**src/rtl/multicycle_ctrl.sv**
```systemverilog
// multicycle_ctrl: FETCH/DECODE/EXEC/MEM/WB sequencer driving the LEGv8 datapath controls
module multicycle_ctrl #(
  parameter int MEM_TIMEOUT = 16,
  parameter int CNT_W = 32
) (
  input  logic             clk,
  input  logic             rst,
  input  logic [10:0]      opcode,
  input  logic             mem_ready,
  output logic             PCWrite,
  output logic             IRWrite,
  output logic             RegWrite,
  output logic             Reg2Loc,
  output logic             WRegLoc,
  output logic             ALUSrc,
  output logic             SregUp,
  output logic             MemRead,
  output logic             MemWrite,
  output logic [1:0]       ALUOp,
  output logic [2:0]       BranchOp,
  output logic [1:0]       MemtoReg,
  output logic [2:0]       state,
  output logic [1:0]       fault,
  output logic [CNT_W-1:0] retired
);
  localparam int TW = $clog2(MEM_TIMEOUT + 1);
  typedef enum logic [2:0] {FETCH = 3'd0, DECODE = 3'd1, EXEC = 3'd2, MEM = 3'd3, WB = 3'd4, HALT = 3'd7} state_t;
  typedef enum logic [3:0] {C_NOP, C_R, C_RS, C_I, C_LDUR, C_STUR, C_CBZ, C_CBNZ, C_BCOND, C_B, C_BL, C_MOVK, C_ILL} cls_t;
  state_t st;
  cls_t cls, dec;
  logic [TW-1:0] tmo;
  logic act, br, ld, sd;
  always_comb begin
    casez (opcode)
      11'b10001011000, 11'b11001011000, 11'b10001010000, 11'b10101010000: dec = C_R;
      11'b10101011000, 11'b11101011000: dec = C_RS;
      11'b1?01000100?: dec = C_I;
      11'b11111000010: dec = C_LDUR;
      11'b11111000000: dec = C_STUR;
      11'b10110100???: dec = C_CBZ;
      11'b10110101???: dec = C_CBNZ;
      11'b01010100???: dec = C_BCOND;
      11'b000101?????: dec = C_B;
      11'b100101?????: dec = C_BL;
      11'b111100101??: dec = C_MOVK;
      default:         dec = C_ILL;
    endcase
  end
  assign state = st;
  assign act = st == EXEC || st == MEM || st == WB;
  assign br = cls inside {C_B, C_CBZ, C_CBNZ, C_BCOND};
  assign ld = cls == C_LDUR;
  assign sd = cls == C_STUR;
  assign IRWrite = st == FETCH;
  assign ALUOp = !act ? 2'b00 : (cls inside {C_R, C_RS}) ? 2'b10 : (cls inside {C_I, C_MOVK}) ? 2'b11 : (cls inside {C_CBZ, C_CBNZ}) ? 2'b01 : 2'b00;
  assign ALUSrc = act && (cls inside {C_I, C_LDUR, C_STUR, C_MOVK});
  assign Reg2Loc = act && (cls inside {C_STUR, C_CBZ, C_CBNZ, C_MOVK});
  assign SregUp = act && cls == C_RS;
  assign BranchOp = !act ? 3'd0 : cls == C_B ? 3'd1 : cls == C_CBZ ? 3'd2 : cls == C_CBNZ ? 3'd3 : cls == C_BCOND ? 3'd4 : cls == C_BL ? 3'd5 : 3'd0;
  assign MemRead = st == MEM && ld;
  assign MemWrite = st == MEM && sd;
  assign RegWrite = st == WB;
  assign WRegLoc = st == WB && cls == C_BL;
  assign MemtoReg = st != WB ? 2'b00 : ld ? 2'b01 : cls == C_BL ? 2'b10 : cls == C_MOVK ? 2'b11 : 2'b00;
  assign PCWrite = (st == EXEC && br) || (st == MEM && sd && mem_ready) || st == WB;
  always_ff @(posedge clk) begin
    if (rst) begin
      st <= FETCH;
      cls <= C_NOP;
      fault <= 2'b00;
      retired <= '0;
      tmo <= '0;
    end else begin
      if (PCWrite) retired <= retired + CNT_W'(1);
      case (st)
        FETCH: st <= DECODE;
        DECODE: begin
          if (dec == C_ILL) begin
            fault <= 2'b01;
            st <= HALT;
          end else begin
            cls <= dec;
            st <= EXEC;
          end
        end
        EXEC: st <= (ld || sd) ? MEM : br ? FETCH : WB;
        MEM: begin
          if (mem_ready) begin
            tmo <= '0;
            st <= ld ? WB : FETCH;
          end else if (tmo == TW'(MEM_TIMEOUT - 1)) begin
            tmo <= '0;
            fault <= 2'b10;
            st <= HALT;
          end else begin
            tmo <= tmo + TW'(1);
          end
        end
        WB: st <= FETCH;
        default: st <= HALT;
      endcase
    end
  end
endmodule
```
**config.mk**
```make
export PLATFORM = sky130hd
export DESIGN_NAME = multicycle_ctrl
export DESIGN_NICKNAME = d
export VERILOG_FILES = /design/src/rtl/multicycle_ctrl.sv
export SDC_FILE = /design/constraint.sdc
export NUM_CORES = 1
export LEC_CHECK = 0
export CAP_MARGIN = 25
export CORE_ASPECT_RATIO = 1.4
export CORE_UTILIZATION = 45
export DETAILED_ROUTE_END_ITERATION = 10
export PLACE_DENSITY = 0.73
export RECOVER_POWER = 100
export REMOVE_ABC_BUFFERS = 1
export SYNTH_ARGS = -nofsm -noshare
export SYNTH_HDL_FRONTEND = slang
export SYNTH_SLANG_ARGS = --single-unit
```
**constraint.sdc**
```tcl
create_clock -name clk -period 3.9 [get_ports clk]
set_clock_uncertainty 0.1 [all_clocks]
set_input_delay 0.975 -clock clk [delete_from_list [all_inputs] [get_ports clk]]
set_output_delay 0.975 -clock clk [all_outputs]
set_load 0.01 [all_outputs]
```
; Word-level counts from Yosys, hierarchy flattened
; Cells that the tools add are included.
[totals]
wordCells = 98
output_inout_bits = 53
inputBits = 14
regBits = 46
[op_classes]
n_mux = 28
bitwise_logic = 1
addsub = 2
n_reduce_logical = 25
n_eq_ne = 37
[op_table]
columns = operator, count
row1 = $eq A11 B11 Y1 const B, 8
row2 = $pmux W4 S11, 1
row3 = $mux W3, 12
row4 = $add A32 B1 Y32 const B, 1
row5 = $eq A4 B4 Y1 const B, 5
row6 = $mux W2, 10
row7 = $eq A9 B9 Y1 const B, 2
row8 = $eq A4 B3 Y1 const B, 4
row9 = $eq A8 B8 Y1 const B, 2
row10 = $pmux W3 S5, 1
row11 = $reduce_bool A4 Y1, 3
row12 = $mux W5, 2
row13 = $eq A4 B2 Y1 const B, 2
row14 = $eq A8 B7 Y1 const B, 1
row15 = $logic_and A1 B1 Y1, 8
row16 = $reduce_bool A2 Y1, 4
row17 = $eq A3 B2 Y1 const B, 2
row18 = $eq A6 B3 Y1 const B, 1
row19 = $eq A6 B6 Y1 const B, 1
row20 = $add A5 B1 Y5 const B, 1
row21 = $eq A5 B4 Y1 const B, 1
row22 = $logic_or A1 B1 Y1, 5
row23 = $eq A4 B1 Y1 const B, 1
row24 = $ne A2 B2 Y1 const B, 2
row25 = other kinds (13), 13

; Logic depth before layout (Yosys ltp)
[logic_depth]
ltp_word = 7
mapped_depth = 9
mapped_depth_nobuf = 7

; Worst setup path before layout
; OpenSTA, ideal clock, no wires.
[synth_path]
kind = input port to output port
startpoint = input port mem_ready
endpoint = output port PCWrite
required_time_ns = 2.825
path_stages = 3
n_path_buf = 1
arrival_time_ns = 1.785
path_slack_ns = 1.040
path_cell_list = a41oi_1 buf_4 nand2_1
[synth_between]
elab_chain_len = 3
[synth_rtl]
columns = item, line_no
row1 = start: declaration, 9  ; input logic mem_ready,
row2 = $logic_and A1 B1 Y1, 65  ; assign PCWrite = (st == EXEC && br) || (st == MEM && sd && mem_ready) || st == WB;
row3 = $logic_or A1 B1 Y1 (2 in series), 65
row4 = end: declaration, 10  ; output logic PCWrite,
; No other way between the ends.

; Final worst setup path
; Same ends and word-level chain as after synthesis.

==> impl_metrics.json <==
{
  "drt_drc_violations_left": 0,
  "holdCritPathClass": "register to register",
  "non_filler_cells_in_the_finished_layout": 480,
  "synth-async-reset-ratio_pct": 0,
  "slew_viol_final": 0,
  "period_minus_slack_ns": 3.659,
  "synth_top_area_cell": "sky130_fd_sc_hd__dfxtp_1",
  "place_hpwl_mm": 5.016,
  "leading_cell_types_by_total_area_after_synthesis": "sky130_fd_sc_hd__dfxtp_1, sky130_fd_sc_hd__nor2_1, sky130_fd_sc_hd__a21oi_1",
  "drtAntennaViolNets": 0,
  "worst-endpoint-arrival_ns": 2.58,
  "hold_violations": 0,
  "met2_use_gr_pct": 40.45,
  "period_utilization_pct": 93.82,
  "synth_largest_type_area_fraction_pct": 32.44,
  "post_place_setup_slack_ns": 0.4173,
  "post_route_cells_drive_above_1_share_pct": 4.634,
  "synth_warnings": 0,
  "worstSetupStartpointType": "input pin",
  "design.core.area_sq_um": 5987,
  "worstSkewPairLatency_ns": 0.30,
  "placementRows": 33,
  "io_pins": 67,
  "clk_pin_slew_worst_paths_ns": 0.08,
  "global_route.overflow_total": 0,
  "cts.repair.resized": 0,
  "synth_cells": 353,
  "route.final.wire_length_mm": 6.944,
  "synth.cell_area_sq_um": 2839,
  "n_fill_cell": 563,
  "sequential_fraction_of_the_synthesis_area_pct": 32.44,
  "post-place-cells": 472,
  "wl_per_instance_um": 14.47,
  "synth-main-ff-cell": "sky130_fd_sc_hd__dfxtp_1",
  "yosysMostFrequentCell": "sky130_fd_sc_hd__dfxtp_1",
  "design.final.nets": 425,
  "gp_routability_congestion": 0.8370,
  "multi_input_comb_area_sq_um": 1727,
  "grt_first_pass_wirelength_mm": 11.65,
  "setup_total_negative_slack_ns": 0,
  "antenna_diode_count": 0,
  "grt_setup_unrepaired": "false",
  "drv.max_cap_violation_count": 0,
  "end_kind": "output port",
  "critPathRequiredTime_ns": 2.82,
  "global_routing_usage_on_met1_pct": 23.42,
  "synthesized_flop_and_latch_total": 46,
  "die-width_um": 69.13,
  "fmax_mhz": 273.3,
  "syn-mean-instance-area_sq_um": 8.042,
  "quantity_of_hold_fixing_buffers_added_after_cts": 0,
  "timing.critical_path.fanout_max": 3,
  "synth_commonest_cells": "sky130_fd_sc_hd__dfxtp_1, sky130_fd_sc_hd__nor2_1, sky130_fd_sc_hd__nand2_1, sky130_fd_sc_hd__a21oi_1, sky130_fd_sc_hd__nand3_1",
  "vdd_drop_max_mv": 0.2000,
  "die_area_sq_um": 6635,
  "starting_density_of_the_core_pct": 47.42,
  "worstMarginPinSlew_ns": 0.7884,
  "result_of_the_run": "finished, final reports clean",
  "vias_per_cell": 5.852,
  "setup-violations-final": 0,
  "fin_ws_ns": 0.2411,
  "global_route.usage.total_pct": 21.17,
  "busiest_layer": "met2",
  "cts_htree_levels": 2,
  "power.static_leakage_nw": 1.316,
  "cts_tree": "yes",
  "cts_max_path_buffers": 2,
  "detail_route.first_pass.iterations": 4,
  "fp.dieH_um": 95.98,
  "synth_cell_types": 61,
  "vias": 2809,
  "gr_layer_usage_met3_pct": 3.770,
  "number_of_global_route_vias_before_repair": 2625,
  "layout-area-overhead-vs-synth_pct": 25.17,
  "cts_root_buffer": "sky130_fd_sc_hd__clkbuf_8",
  "worst_slew_margin_relative_to_its_limit_pct": 47.13,
  "postCtsSetupBuffers": 0,
  "drt_first_iter_violations": 106,
  "clock_sinks": 46,
  "power-per-cell-area_nw_per_um2": 307.8,
  "pin_count_of_the_biggest_net_entering_global_routing": 49,
  "numCtsBuffers": 5,
  "grt_antenna_before_repair": 0,
  "worstSetupPathType": "input pin to output port",
  "synth_edf_count": 0,
  "port_buffers": 66,
  "area.sequential_sq_um": 920.9
}
## worst paths after layout
path | cells after the start | slack, ns | end | start
min | 2 | 0.35 | fault[0] | fault[0]
min reg2reg | 2 | 0.35 | fault[0] | fault[0]
max | 4 | 0.24 | PCWrite | mem_ready
max reg2reg | 5 | 1.04 | retired[29] | cls[3]
## power breakdown
group	switching (mW)	internal (mW)
clock network	0.165	0.189
registers	0.0388	0.486
logic	0.119	0.0962
total	0.323	0.771
## worst max-delay path: stages
cell,delay (ns)
sky130_fd_sc_hd__dlygate4sd3_1,0.58
sky130_fd_sc_hd__a41oi_1,0.23
sky130_fd_sc_hd__nand2_1,0.16
sky130_fd_sc_hd__dlygate4sd3_1,0.63
## kinds of logic after synthesis
| logic type | synth area share (%) |
|---|---|
| adders and majority gates | 1.234 |
| muxes | 1.146 |
| DFF | 32.44 |
| AOI/OAI and AO/OA | 23.40 |
| buffers and inverters | 4.759 |
| xor gates and xnor gates | 4.628 |
| and+or+nand+nor | 32.39 |
## stage by stage
step	hold WS, ns	total power [mW]	area [sq um]	util [%]
detailed placement	0.3458	0.7665	3512	58.66
floorplan	0.3431	0.6541	2734	-
global placement	0.3438	0.7644	3512	58.66
global route	0.3928	1.145	3553	59.35
finish	0.3512	1.094	3553	59.35
CTS	0.3576	1.119	3621	60.48
## layout by cell type (no fill, tap or decap), drive strengths merged, types with 6 or more instances in the layout
cell type and count:
dlygate4sd3 54, dfxtp 46, nor2 39, nand2 29, a21oi 26, nand3 18, o21ai 15, nand4 13
xnor2 12, clkdlybuf4s50 12, nor2b 9, or3 9, inv 8, clkbuf 8, and4 7, a211oi 7
nand3b 6, a31oi 6
## sequential cells by signal, summed over array words and instances, names as in the netlist
name     flops
state        3
fault        2
retired     32
cls          4
tmo          5
## area by class of cell
cell class	instances	area share, %
Tap cell	70	2.465
Inverter	8	0.8451
Timing Repair Buffer	70	19.12
Clock buffer	5	1.937
Clock inverter	3	1.127
Multi-Input combinational cell	278	48.59
Sequential cell	46	25.92
## metal layers
metal,vias to the layer above,wire length [um]
li1,1421,-
met1,1315,3005
met2,62,3579
met3,11,248
met4,0,110
met5,-,0
(Power assumes the default switching activity.)
